$ cat src/rtl/multicycle_controller.sv
// -----------------------------------------------------------------------------
// multicycle_controller
//
// Moore control sequencer for the multi-cycle MIPS datapath. Each instruction
// is stepped through fetch, decode, execute, memory and write-back states,
// and the datapath enables and mux selects are decoded from the state
// register alone.
//
// Optional feature: define MC_WAIT_EN to make FETCH, MEM_READ and MEM_WRITE
// stall until mem_ready=1 is sampled. Without it, mem_ready is ignored and
// every state lasts exactly one cycle.
//
// Ports:
//   clk, reset        rising-edge clock, synchronous active-high reset
//   opcode[5:0]       Instruction[31:26] from the instruction register
//   zero              ALU zero flag (the datapath ANDs it with PCWriteCond)
//   mem_ready         memory completion handshake (MC_WAIT_EN only)
//   PCWrite .. PCSource  datapath strobes and selects
//   illegal_op        one-cycle pulse in DECODE on an unsupported opcode
//   state[3:0]        current state encoding, for debug
//   retired[CNT_W-1:0] completed instruction count, wraps
// -----------------------------------------------------------------------------
module multicycle_controller #(
    parameter int CNT_W = 32
) (
    input  logic             clk,
    input  logic             reset,
    input  logic [5:0]       opcode,
    input  logic             zero,
    input  logic             mem_ready,
    output logic             PCWrite,
    output logic             PCWriteCond,
    output logic             IorD,
    output logic             MemRead,
    output logic             MemWrite,
    output logic             IRWrite,
    output logic             MemToReg,
    output logic             RegDest,
    output logic             RegWrite,
    output logic             ALUSrcA,
    output logic [1:0]       ALUSrcB,
    output logic [1:0]       ALUOp,
    output logic [1:0]       PCSource,
    output logic             illegal_op,
    output logic [3:0]       state,
    output logic [CNT_W-1:0] retired
);

    typedef enum logic [3:0] {
        S_FETCH     = 4'd0,
        S_DECODE    = 4'd1,
        S_MEM_ADDR  = 4'd2,
        S_MEM_READ  = 4'd3,
        S_MEM_WB    = 4'd4,
        S_MEM_WRITE = 4'd5,
        S_EXECUTE   = 4'd6,
        S_R_WB      = 4'd7,
        S_BRANCH    = 4'd8,
        S_JUMP      = 4'd9,
        S_ADDI_EX   = 4'd10,
        S_ADDI_WB   = 4'd11
    } state_t;

    localparam logic [5:0] OP_RTYPE = 6'b000000;
    localparam logic [5:0] OP_LW    = 6'b100011;
    localparam logic [5:0] OP_SW    = 6'b101011;
    localparam logic [5:0] OP_BEQ   = 6'b000100;
    localparam logic [5:0] OP_J     = 6'b000010;
    localparam logic [5:0] OP_ADDI  = 6'b001000;

    state_t           state_reg, state_next;
    logic [CNT_W-1:0] retired_reg, retired_next;
    logic             retire_tick;
    logic             mem_ok;

    // mem_ok marks the cycle in which a memory-facing state may complete.
`ifdef MC_WAIT_EN
    assign mem_ok = mem_ready;
`else
    logic mem_ready_unused;
    assign mem_ok           = 1'b1;
    assign mem_ready_unused = mem_ready;
`endif

    // The branch decision is made in the datapath (PCWriteCond & zero), so
    // the controller itself never looks at the flag.
    logic zero_unused;
    assign zero_unused = zero;

    logic op_legal;
    always_comb begin
        op_legal = 1'b0;
        case (opcode)
            OP_RTYPE, OP_LW, OP_SW, OP_BEQ, OP_J, OP_ADDI: op_legal = 1'b1;
            default:                                       op_legal = 1'b0;
        endcase
    end

    // -------------------------------------------------------------------------
    // State and retired-count registers
    // -------------------------------------------------------------------------
    always_ff @(posedge clk) begin
        if (reset) begin
            state_reg   <= S_FETCH;
            retired_reg <= '0;
        end else begin
            state_reg   <= state_next;
            retired_reg <= retired_next;
        end
    end

    // -------------------------------------------------------------------------
    // Next state and retirement
    // -------------------------------------------------------------------------
    always_comb begin
        state_next  = state_reg;
        retire_tick = 1'b0;
        case (state_reg)
            S_FETCH:     state_next = mem_ok ? S_DECODE : S_FETCH;
            S_DECODE: begin
                case (opcode)
                    OP_LW, OP_SW: state_next = S_MEM_ADDR;
                    OP_RTYPE:     state_next = S_EXECUTE;
                    OP_BEQ:       state_next = S_BRANCH;
                    OP_J:         state_next = S_JUMP;
                    OP_ADDI:      state_next = S_ADDI_EX;
                    default:      state_next = S_FETCH;
                endcase
            end
            S_MEM_ADDR:  state_next = (opcode == OP_SW) ? S_MEM_WRITE : S_MEM_READ;
            S_MEM_READ:  state_next = mem_ok ? S_MEM_WB : S_MEM_READ;
            S_MEM_WRITE: begin
                state_next  = mem_ok ? S_FETCH : S_MEM_WRITE;
                retire_tick = mem_ok;
            end
            S_EXECUTE:   state_next = S_R_WB;
            S_ADDI_EX:   state_next = S_ADDI_WB;
            S_MEM_WB, S_R_WB, S_BRANCH, S_JUMP, S_ADDI_WB: begin
                state_next  = S_FETCH;
                retire_tick = 1'b1;
            end
            default:     state_next = S_FETCH;
        endcase
        retired_next = retired_reg + {{(CNT_W-1){1'b0}}, retire_tick};
    end

    // -------------------------------------------------------------------------
    // Moore output decode; everything is held at 0 while reset is high so no
    // strobe from an aborted instruction reaches the datapath.
    // -------------------------------------------------------------------------
    always_comb begin
        PCWrite     = 1'b0;
        PCWriteCond = 1'b0;
        IorD        = 1'b0;
        MemRead     = 1'b0;
        MemWrite    = 1'b0;
        IRWrite     = 1'b0;
        MemToReg    = 1'b0;
        RegDest     = 1'b0;
        RegWrite    = 1'b0;
        ALUSrcA     = 1'b0;
        ALUSrcB     = 2'd0;
        ALUOp       = 2'b00;
        PCSource    = 2'd0;
        illegal_op  = 1'b0;
        if (!reset) begin
            case (state_reg)
                S_FETCH: begin
                    MemRead = 1'b1;
                    // Load PC/IR only on the completing cycle so the PC
                    // advances once per fetch even across wait states.
                    IRWrite = mem_ok;
                    PCWrite = mem_ok;
                    ALUSrcB = 2'd1;
                end
                S_DECODE: begin
                    ALUSrcB    = 2'd3;
                    illegal_op = ~op_legal;
                end
                S_MEM_ADDR: begin
                    ALUSrcA = 1'b1;
                    ALUSrcB = 2'd2;
                end
                S_MEM_READ: begin
                    MemRead = 1'b1;
                    IorD    = 1'b1;
                end
                S_MEM_WB: begin
                    RegWrite = 1'b1;
                    MemToReg = 1'b1;
                end
                S_MEM_WRITE: begin
                    MemWrite = 1'b1;
                    IorD     = 1'b1;
                end
                S_EXECUTE: begin
                    ALUSrcA = 1'b1;
                    ALUOp   = 2'b10;
                end
                S_R_WB: begin
                    RegWrite = 1'b1;
                    RegDest  = 1'b1;
                end
                S_BRANCH: begin
                    ALUSrcA     = 1'b1;
                    ALUOp       = 2'b01;
                    PCWriteCond = 1'b1;
                    PCSource    = 2'd1;
                end
                S_JUMP: begin
                    PCWrite  = 1'b1;
                    PCSource = 2'd2;
                end
                S_ADDI_EX: begin
                    ALUSrcA = 1'b1;
                    ALUSrcB = 2'd2;
                end
                S_ADDI_WB: begin
                    RegWrite = 1'b1;
                end
                default: ;
            endcase
        end
    end

    assign state   = state_reg;
    assign retired = retired_reg;

endmodule

$ cat config.mk
export PLATFORM = sky130hd
export DESIGN_NAME = multicycle_controller
export DESIGN_NICKNAME = d
export VERILOG_FILES = /design/src/rtl/multicycle_controller.sv
export SDC_FILE = /design/constraint.sdc
export NUM_CORES = 1
export LEC_CHECK = 0
export ABC_AREA = 1
export ABC_CLOCK_PERIOD_IN_PS = 4000
export BUFFER_PORTS_ARGS = -buffer_cell sky130_fd_sc_hd__buf_2
export CAP_MARGIN = 20
export CORE_MARGIN = 1
export CORE_UTILIZATION = 56
export DETAILED_ROUTE_END_ITERATION = 10
export MAX_ROUTING_LAYER = met4
export PLACE_DENSITY = 0.83
export RECOVER_POWER = 50
export SYNTH_ARGS = -nofsm -noshare
export SYNTH_HDL_FRONTEND = slang
export SYNTH_SLANG_ARGS = --single-unit
$ cat constraint.sdc
create_clock -name clk -period 4 [get_ports clk]
set_clock_uncertainty 0.2 [all_clocks]
set_input_delay 0.4 -clock clk [delete_from_list [all_inputs] [get_ports clk]]
set_output_delay 0.4 -clock clk [all_outputs]
set_load 0.005 [all_outputs]
# ---- Word level (Yosys, flattened, before mapping)
# Index checks and enable logic that the tools add are counted.
dict set report word_totals {
  reg_bits 36
  latch_bits 0
  ram_bits 0
  mem_bits_ro 0
  inputBits 10
  output_inout_bits 53
  elab_cells 64
  n_memories 0
}
dict set report op_classes {
  add_sub_neg 1
  n_mul 0
  n_div 0
  n_lt_le_gt_ge 0
  n_eq_ne 16
  n_shift 0
  muxes 33
  bitwise 1
  reduce_logical 11
}
# op count
set op_table {}
lappend op_table {{32-bit by 1-bit adder with 32-bit output} 1}
lappend op_table {{1-bit two-way mux} 24}
lappend op_table {{4-bit case mux with 6 select lines} 1}
lappend op_table {{4-bit case mux with 5 select lines} 1}
lappend op_table {{4-bit by 3-bit == test with 1-bit output, second input constant} 4}
lappend op_table {{4-bit == test, second input constant} 4}
lappend op_table {{6-bit == test, second input constant} 2}
lappend op_table {{6-bit OR reduction} 2}
lappend op_table {{2-bit OR reduction} 5}
lappend op_table {{4-bit by 2-bit == test with 1-bit output, second input constant} 2}
lappend op_table {{2-bit case mux with 2 select lines} 2}
lappend op_table {{6-bit by 2-bit == test with 1-bit output, second input constant} 1}
lappend op_table {{6-bit by 3-bit == test with 1-bit output, second input constant} 1}
lappend op_table {{6-bit by 4-bit == test with 1-bit output, second input constant} 1}
lappend op_table {{6-bit zero test} 1}
lappend op_table {{2-bit two-way mux} 3}
lappend op_table {{2-bit case mux with 3 select lines} 1}
lappend op_table {{4-bit by 1-bit == test with 1-bit output, second input constant} 1}
lappend op_table {{4-bit zero test} 1}
lappend op_table {{4-bit OR reduction} 1}
lappend op_table {{3-bit two-way mux} 1}
lappend op_table {{3-bit OR reduction} 1}
lappend op_table {{1-bit NOT} 1}

# ---- Logic depth before layout (Yosys ltp)
# Gate-level depths: netlist of the first run.
dict set report depth {
  depth_word 6
  mapped_depth 13
}

# ---- Least setup slack after synthesis of the first run
# OpenSTA, ideal clock, no wires.
dict set report synth_timing {
  path_kind {reg2reg}
  start {register state_reg[2] (netlist: state[2])}
  end {register retired_reg[16] (netlist: retired[16])}
  setup_ns 0.128
  arrival_ns 1.801
  t_required_ns 3.672
  path_slack_ns 1.872
  stages_incl_launch_ff 13
  path_buffers 0
  synth_period_minus_slack_ns 2.128
  path_cell_list {dfxtp_1 inv_1 nor2_1 inv_1 a21oi_1 ha_1 ha_1 nand2_1 nor2_4 nand2_4 nor2_8 xnor2_1 nor2_1}
}
dict set report synth_between {
  elab_chain_cells 4
  elab_cells_between_ends 9
}
# item line
set synth_rtl {}
lappend synth_rtl {{from (decl)} 71} ;# state_t state_reg, state_next;
lappend synth_rtl {{from (signal assigned)} 107} ;# state_reg <= state_next;
lappend synth_rtl {{4-bit == test / 4-bit by 3-bit == test with 1-bit output (equally long branches)} 118} ;# case (state_reg)
lappend synth_rtl {{6-bit OR reduction (no source line) (*)} --}
lappend synth_rtl {{1-bit two-way mux (*)} 118}
lappend synth_rtl {{32-bit by 1-bit adder with 32-bit output (*)} 144} ;# retired_next = retired_reg + {{(CNT_W-1){1'b0}}, retire_tick};
lappend synth_rtl {{to (signal assigned)} 108} ;# retired_reg <= retired_next;
lappend synth_rtl {{to (decl)} 72} ;# logic [CNT_W-1:0] retired_reg, retired_next;
# Every way passes the cells marked *; elsewhere a longest branch is shown, timed or not.
# A chain may end at the register's enable or synchronous reset.

# ---- Final worst setup path of the first run
dict set report layout_timing {
  start {input port reset}
  end {output port IorD}
}
dict set report layout_between {
  elab_chain_cells 1
}
# item line
set layout_rtl {}
lappend layout_rtl {{from (decl)} 27} ;# input logic reset,
lappend layout_rtl {{1-bit two-way mux} 166} ;# if (!reset) begin
lappend layout_rtl {{to (decl)} 33} ;# output logic IorD,
# No other way between the ends.

==> results by group, run 1 <==
STA
  – Endpoints failing setup: 0
  – Smallest setup slack after layout: 1.56 ns
  – Timing-limited maximum frequency: 410 MHz
  – Setup repair after global routing missed its margin: no
  – Final number of max-transition violations: 0
  – Final sum of negative setup slack: 0 ns
  – Crit share post-route: 0.610
  – Actual slew at the worst max-slew pin: 0.626 ns
  – Count of endpoints failing hold in the final timing report: 0
  – Worst-case headroom to the max-slew limit: 0.583
  – Time the final worst path needs with I/O delays and setup: 2.44 ns

Drt
  – Residual DRC count: 0
  – Initial drt markers: approximately 120
  – Post-detailed-route count of antenna-violating nets: 0
  – Routed wire length: 5.37 mm
  – 1st-pass router iterations: 5
  – Top sig layer: met4
  – Routed via count: 2398
  – Average detailed-routed wire length per instance: 11.5 um
  – Met1 routed wirelength after detailed routing: 2.43 mm
  – Detailed-routed wire length on met2: 2.54 mm
  – Detailed-routed wire length on met3: 342 um
  – Per-cell via count in the routed design: 5.13

Die
  – Placeable core region: 3770 um^2
  – X dimension of the die: 65.8 um
  – Die Outline Area: 4330 um^2
  – Die span in y: 65.8 um
  – I/O pin count: 63
  – Placement Rows: 22
  – Effective utilization at floorplan: 0.605

Setup path
  – Startpoint types: primary input
  – Slowest-stage cell, CP: sky130_fd_sc_hd__buf_2
  – R2r worst-path depth: 12
  – Worst endpoint data arrival time: 1.84 ns
  – Critical path endpoint category: output pin
  – Sequence of cells on the critical path: buf_2 > inv_1 > nand2_1 > o22ai_1 > buf_2
  – Worst reg2reg path endpoint: retired[16]
  – Worst r2r src: state[3]
  – Most frequent CP cell: sky130_fd_sc_hd__buf_2
  – Register-to-Register Setup Slack: 1.60 ns
  – Endpoint required time on the critical path: 3.40 ns
  – Worst path max stage delay: just under 0.5 ns
  – Crit path kind: in -> out
  – CP Max Fanout: 36

Global route
  – Antenna violations before repair: 0
  – Congestion Overflow GR: 0
  – Largest net degree at the start of global routing: 37
  – Via count of the first global-routing pass: approximately 2100
  – Global-route wire length before repair: 8.89 mm
  – GRT Total Usage: 0.276

Yosys
  – Count of distinct cell types in the synthesized netlist: 31
  – Top cell type's share of synthesized area: 0.316
  – Register bit total from synthesis: 36
  – Cell area after synthesis: between 2000 and 2500 um^2
  – Cell taking the most area after synthesis: sky130_fd_sc_hd__dfxtp_1
  – Mapped Cells: 358
  – Number of nets produced by synthesis: 371
  – Syn avg cell area: 6.37 um^2
  – Total number of yosys warnings: 0
  – Part of the Yosys area used for sequential elements: 0.316
  – Cells taking the most area after synthesis: sky130_fd_sc_hd__dfxtp_1 32%, sky130_fd_sc_hd__nand2_1 15%, sky130_fd_sc_hd__nor2_1 11%, sky130_fd_sc_hd__inv_1 7.1%, sky130_fd_sc_hd__a21oi_1 6.1%

Layout
  – Net count of the finished layout: 432
  – Filler cell count: 368
  – Layout-stage area growth over the synthesis result: 17.9%
  – Ant. Diodes: 0
  – Share of layout cells above drive strength 1: 0.215
  – Flip-flop count of the largest register, all copies and words added: 32
  – Design Area, Final: 2690 um^2
  – Final core area utilization: 0.713

Min path
  – Hold wc startpoint: retired[31]
  – Class of the tightest hold or removal check: reg -> reg
  – Endpoint with the worst hold slack: retired[31]
  – Worst Hold Depth: 2

Clock network
  – CTS tree: yes
  – TritonCTS Buffers: 5
  – Root buffer selected by CTS: sky130_fd_sc_hd__clkbuf_8
  – Number of buffers inserted by post-CTS setup repair: 0
  – Hold_buf cts: 0
  – Clock-pin slew of the registers on the worst-case setup and hold paths: 0.07 ns
  – PostCTS Resize Cnt: 0
  – Clock insertion delay at the later pin of the skew report: 0.28 ns
  – Clock net sink count: 36
  – Clk buf depth: 2
  – H-tree Lvls: 2

Pwr
  – Power density over the cells: 253 nW/um^2
  – Sw Share: 0.225
  – Max VDD drop: 158 uV
  – Net switching power figure: roughly 0.15 mW
  – Clk pwr share: 0.410
  – Internal Dissipation: 0.527 mW
  – Power share of the sequential group: 0.531
  – Comb power frac: 0.059
  – Lkg Pwr: 1.17 nW

Place
  – Placed instance area: 2610 um^2
  – Weighted congestion reported at the end of routability-driven placement: 0.958
  – DP HPWL: 4.19 mm
  – Port buffer count: 60
  – Pre-CTS worst setup slack: 1.56 ns

Run status
  – Run status: completed

Run
  – Max Cap Violations: 0
==> worst max path at each step <==
stage | start | endpoint | slack (ns) | cells after the start
4_1_cts | reset | IorD | 1.56 | 5
2_1_floorplan | state[2] | retired[16] | 1.87 | 12
6_report | reset | IorD | 1.56 | 5
3_3_place_gp | reset | IorD | 1.58 | 5
5_1_grt | state[2] | retired[16] | 1.33 | 12
3_5_place_dp | reset | IorD | 1.56 | 5
==> power groups by stage <==
| stage | Clock (mW) | Sequential, mW | Combinational (mW) |
|---|---|---|---|
| after CTS | 0.285 | 0.361 | 0.0411 |
| after global routing | 0.301 | 0.361 | 0.0456 |
| final | 0.279 | 0.361 | 0.0401 |
| after global placement | 0 | 0.369 | 0.0399 |
| after floorplan | 0 | 0.369 | 0.0266 |
| after detailed placement | 0 | 0.369 | 0.0409 |
==> Yosys cell counts <==
master and n:
sky130_fd_sc_hd__o21ai_0 6, sky130_fd_sc_hd__a31oi_1 1, sky130_fd_sc_hd__o22ai_1 1, sky130_fd_sc_hd__a221oi_1 1, sky130_fd_sc_hd__ha_1 3, sky130_fd_sc_hd__o21bai_1 1, sky130_fd_sc_hd__xor2_1 3, sky130_fd_sc_hd__dfxtp_1 36
sky130_fd_sc_hd__o21a_1 2, sky130_fd_sc_hd__nand3_2 2, sky130_fd_sc_hd__nor2_1 67, sky130_fd_sc_hd__nor3_1 4, sky130_fd_sc_hd__a21oi_1 28, sky130_fd_sc_hd__inv_2 1, sky130_fd_sc_hd__nand2_4 2, sky130_fd_sc_hd__nand2_1 92
sky130_fd_sc_hd__nand2_2 9, sky130_fd_sc_hd__buf_4 1, sky130_fd_sc_hd__nor2_2 12, sky130_fd_sc_hd__buf_2 1, sky130_fd_sc_hd__xnor2_1 2, sky130_fd_sc_hd__or2_0 2, sky130_fd_sc_hd__nand3b_1 2, sky130_fd_sc_hd__nand3_1 17
sky130_fd_sc_hd__nand4_1 2, sky130_fd_sc_hd__clkbuf_1 4, sky130_fd_sc_hd__nand2b_1 1, sky130_fd_sc_hd__a21oi_2 1, sky130_fd_sc_hd__nor2_8 2, sky130_fd_sc_hd__nor2_4 9, sky130_fd_sc_hd__inv_1 43
==> through the flow <==
step,instances,hold slack [ns],power (mW)
after floorplan,358,0.270,0.396
after global placement,460,0.267,0.409
after detailed placement,460,0.274,0.410
after CTS,467,0.288,0.687
after global routing,467,0.320,0.707
final,467,0.287,0.680
==> final cells by class <==
cell class              count  area, um^2  share of cell area
clock buffers               7        96.3              0.0358
inverters                  44         165              0.0614
multi-input cells         272        1360               0.507
flip-flops and latches     36         721               0.268
well taps                  48        60.1              0.0223
repair buffers             60         284               0.106
==> critical path: cells and delay by family <==
| family | cells | cell delay [ns] |
|---|---|---|
| buffers and inverters | 3 | 1.08 |
| and+or+nand+nor | 1 | 0.24 |
| AOI/OAI and AO/OA | 1 | 0.10 |
==> logic make-up after synthesis <==
kind of cell             after synthesis  share of synthesized area
AO/OA/AOI/OAI                         41                     0.0976
adder cells (fa/ha/maj)                3                     0.0165
AND/OR/NAND/NOR                      223                      0.466
flip-flops                            36                      0.316
buffers and inverters                 50                     0.0845
XOR/XNOR                               5                     0.0192
==> per-layer routing <==
metal,global-route usage,vias up
met5,-,-
met4,0.109,0
met3,0.0517,7
met2,0.454,72
met1,0.332,1077
li1,-,1242
==> cells in the final DEF, fill, tap and decap left out <==
| master | count |
|---|---|
| sky130_fd_sc_hd__nand2_1 | 92 |
| sky130_fd_sc_hd__nor2_1 | 69 |
| sky130_fd_sc_hd__buf_2 | 46 |
| sky130_fd_sc_hd__inv_1 | 43 |
| sky130_fd_sc_hd__dfxtp_1 | 36 |
| sky130_fd_sc_hd__a21oi_1 | 28 |
| sky130_fd_sc_hd__nand3_1 | 17 |
| sky130_fd_sc_hd__clkbuf_1 | 13 |
| sky130_fd_sc_hd__nor2_2 | 10 |
| sky130_fd_sc_hd__nor2_4 | 9 |
| sky130_fd_sc_hd__nand2_2 | 9 |
| sky130_fd_sc_hd__clkbuf_8 | 7 |
| sky130_fd_sc_hd__o21ai_0 | 6 |
| sky130_fd_sc_hd__nor3_1 | 4 |
| sky130_fd_sc_hd__xor2_1 | 3 |
| sky130_fd_sc_hd__ha_1 | 3 |
| sky130_fd_sc_hd__or2_0 | 2 |
| sky130_fd_sc_hd__nand4_1 | 2 |
| sky130_fd_sc_hd__nand2_4 | 2 |
| sky130_fd_sc_hd__o21a_1 | 2 |
| sky130_fd_sc_hd__nand3_2 | 2 |
| sky130_fd_sc_hd__nand3b_1 | 2 |
| sky130_fd_sc_hd__nor2_8 | 2 |
| sky130_fd_sc_hd__xnor2_1 | 2 |
| sky130_fd_sc_hd__a31oi_1 | 1 |
| sky130_fd_sc_hd__a221oi_1 | 1 |
| sky130_fd_sc_hd__o22ai_1 | 1 |
| sky130_fd_sc_hd__inv_2 | 1 |
| sky130_fd_sc_hd__nand2b_1 | 1 |
| sky130_fd_sc_hd__a21oi_2 | 1 |
| sky130_fd_sc_hd__o21bai_1 | 1 |
| sky130_fd_sc_hd__clkbuf_2 | 1 |
(Power assumes the default switching activity.)
==> run 2, diff against run 1 <==
ABC_CLOCK_PERIOD_IN_PS = 2000   (was 4000)
CORE_UTILIZATION = 47   (was 56)
PLACE_DENSITY = 0.74   (was 0.83)
clock period = 2 ns   (was 4 ns; I/O delays follow)
==> run 2 against run 1 <==
Effect of this change:
- flip-flop and latch count did not move
- non-clock buffer count rose by 21
- register-to-register slack got worse by 1.7 ns
- the flow now finishes with violations (setup timing)
- worst setup slack got worse by 1.6 ns
- routed wire length rose by 12%
- utilization fell by 3.8 points
- largest power group unchanged
- die area rose by 19%
- cell count rose by 5.6%
- hold slack got worse by 0.22 ns
- critical path depth rose by 8
- global-route usage fell by 3.4 points
- first-iteration DRC count rose by 73%
==> results by group, run 2 (synthesis gave the netlist of run 1 again) <==
Place
  – Instance count after placement with tap cells included: 476 (+3.5%)
  – Port buffer count: 60 (unchanged)
  – DP HPWL: 4.47 mm (+6.6%)
  – Weighted congestion reported at the end of routability-driven placement: 0.931 (-2.8%)
  – Pre-CTS worst setup slack: -0.0909 ns (-1.65 ns)
  – Placed instance area: 2760 um^2 (+5.6%)

Min path
  – Class of the tightest hold or removal check: in -> reg
  – Worst Hold Depth: 4 (+2)

Clock network
  – H-tree Lvls: 2 (unchanged)
  – Clock insertion delay at the later pin of the skew report: 0.29 ns (about the same)
  – Clock-pin slew of the registers on the worst-case setup and hold paths: 0.08 ns (about the same)
  – Hold_buf cts: 0 (unchanged)
  – Clock net sink count: 36 (unchanged)
  – CTS tree: yes
  – TritonCTS Buffers: 5 (unchanged)
  – Root buffer selected by CTS: sky130_fd_sc_hd__clkbuf_8
  – Clk buf depth: 2 (unchanged)

STA
  – Smallest setup slack after layout: -0.0614 ns (-1.62 ns)
  – Final number of max-transition violations: 0 (unchanged)
  – Setup repair after global routing missed its margin: yes
  – Endpoints failing setup: 14 (+14)
  – Worst-case headroom to the max-slew limit: 0.745 (+0.163)
  – Actual slew at the worst max-slew pin: 0.382 ns (-0.244 ns)
  – Crit share post-route: 1.03
  – Time the final worst path needs with I/O delays and setup: 2.06 ns
  – Count of endpoints failing hold in the final timing report: 0 (unchanged)
  – Final sum of negative setup slack: -0.407 ns (-0.407 ns)
  – Timing-limited maximum frequency: 485 MHz

Die
  – X dimension of the die: 71.7 um (+8.9%)
  – Die Outline Area: 5140 um^2 (+19%)
  – Die span in y: 71.7 um (+8.9%)
  – Placeable core region: 4500 um^2 (+19%)
  – Placement Rows: 24 (+9.1%)
  – Effective utilization at floorplan: 0.506 (-0.0985)
  – I/O pin count: 63 (unchanged)

Run
  – Max Cap Violations: 0 (unchanged)

Setup path
  – Number of gates on the worst path with buffers counted: 13 (+8)
  – Worst endpoint data arrival time: 2.05 ns (+0.21 ns)
  – Count of buffer and inverter cells on the critical path: 4 (+1)
  – Most frequent CP cell: sky130_fd_sc_hd__nor2_4
  – R2r worst-path depth: 13 (+1)
  – Cell type group with the largest total delay on the critical path: simple AND/OR/NAND/NOR gates
  – Sequence of cells on the critical path: inv_4 > nor2_4 > inv_2 > a21oi_2 > buf_4 > ha_4 > inv_2 > nor2_4 > nand3_4 > nor2_4 > nand3_2 > nand2_1 > nor2_1
  – Critical path endpoint category: flop
  – Startpoint types: flop
  – Slowest-stage cell, CP: sky130_fd_sc_hd__dfxtp_4
  – Crit path kind: reg -> reg
  – Worst path max stage delay: 0.38 ns (-0.11 ns)
  – Endpoint required time on the critical path: 1.99 ns (-1.41 ns)
  – CP Max Fanout: 5 (-86%)

Drt
  – Post-detailed-route count of antenna-violating nets: 0 (unchanged)
  – Routed wire length: 6.04 mm (+12%)
  – Initial drt markers: 201 (+73%)
  – Routed via count: 2502 (+4.3%)
  – Per-cell via count in the routed design: 5.08 (-1.2%)
  – Average detailed-routed wire length per instance: 12.3 um (+6.5%)
  – 1st-pass router iterations: 4 (-1)
  – Residual DRC count: 0 (unchanged)

Layout
  – Most used cells in the layout excluding fill and tap cells: 88 x sky130_fd_sc_hd__nand2_1, 63 x sky130_fd_sc_hd__nor2_1, 54 x sky130_fd_sc_hd__buf_2, 35 x sky130_fd_sc_hd__inv_1, 34 x sky130_fd_sc_hd__dfxtp_1
  – Ant. Diodes: 0 (unchanged)
  – Layout-stage area growth over the synthesis result: 33.4%
  – Share of layout cells above drive strength 1: 0.342 (+0.128)
  – Net count of the finished layout: 453 (+4.9%)
  – Area occupied by multi-input gates: 1520 um^2 (+12%)
  – Commonest non-fill, non-tap cell in the layout: sky130_fd_sc_hd__nand2_1
  – Storage cell area: 728 um^2 (+1.0%)
  – Number of standard cells in the layout, taps in and fillers out: 493 (+5.6%)
  – Flip-flop count of the largest register, all copies and words added: 32 (unchanged)
  – Filler cell count: 413 (+12%)
  – Design Area, Final: 3040 um^2 (+13%)
  – Final core area utilization: 0.675 (-0.0377)

Pwr
  – Power density over the cells: 480 nW/um^2 (+90%)
  – Max VDD drop: 364 uV (+130%)
  – Lkg Pwr: 1.35 nW (+15%)

Global route
  – Global-route wire length before repair: 9.64 mm (+8.5%)
  – Antenna violations before repair: 0 (unchanged)
  – GRT Total Usage: 0.243 (-0.0335)
  – Via count of the first global-routing pass: 2171 (+2.5%)
  – Congestion Overflow GR: 0 (unchanged)
  – Largest net degree at the start of global routing: 36 (-2.7%)

Run status
  – Run status: complete, but fails checks
  – Violations in the final reports: setup timing
## run 2: cell types whose count changed in the layout (fill, tap and decap cells not counted), moves of 7 or more
| cell | change |
|---|---|
| sky130_fd_sc_hd__nand3_1 | -7 |
| sky130_fd_sc_hd__buf_2 | +8 |
| sky130_fd_sc_hd__inv_1 | -8 |
| sky130_fd_sc_hd__buf_4 | +18 |
## run 2: power by group
part	switching [mW]	total [mW]	internal (mW)
Combinational	0.0604	0.0959	0.0355
Clock	0.277	0.646	0.370
Sequential	0.00189	0.718	0.716
Total	0.339	1.46	1.12
## run 2: layout make-up
cell class | instances | area share
tap | 52 | 0.0214
inverter | 44 | 0.0559
clock buffer | 5 | 0.0226
multi-input combinational | 272 | 0.500
clock inverter | 3 | 0.0136
timing repair buffer | 81 | 0.147
sequential | 36 | 0.239
## run 2: through the flow
stage	power [mW]	hold WS, ns
final	1.46	0.0681
after detailed placement	0.828	0.279
after CTS	1.47	0.0650
after global routing	1.52	0.0895
after global placement	0.826	0.266
after floorplan	0.790	0.270
## run 2: layer usage
| metal | GRT usage | part of all wire | vias to the layer above |
|---|---|---|---|
| li1 | - | - | 1283 |
| met2 | 0.385 | 0.47 | 77 |
| met5 | - | 0 | - |
| met3 | 0.0394 | 0.050 | 7 |
| met4 | 0.0588 | 0.011 | 0 |
| met1 | 0.324 | 0.47 | 1135 |
## run 2: worst min-delay path, cell delays in order
cell                      delay, ns
sky130_fd_sc_hd__buf_2         0.09
sky130_fd_sc_hd__inv_1         0.11
sky130_fd_sc_hd__nand2_1       0.10
sky130_fd_sc_hd__inv_1         0.03
## run 2: worst paths after layout
| path | slack [ns] | endpoint | startpoint |
|---|---|---|---|
| worst max register to register | -0.06 | retired[25] | state[2] |
| worst min-delay path | 0.07 | state[2] | reset |
| worst min register to register | 0.27 | retired[31] | retired[31] |
| worst max-delay path | -0.06 | retired[25] | state[2] |
## run 2: timing repair
item	CTS	global route
gates resized for setup	11	22
endpoints found under the setup margin	16	31
buffers inserted	5	4
pin swaps	15	12
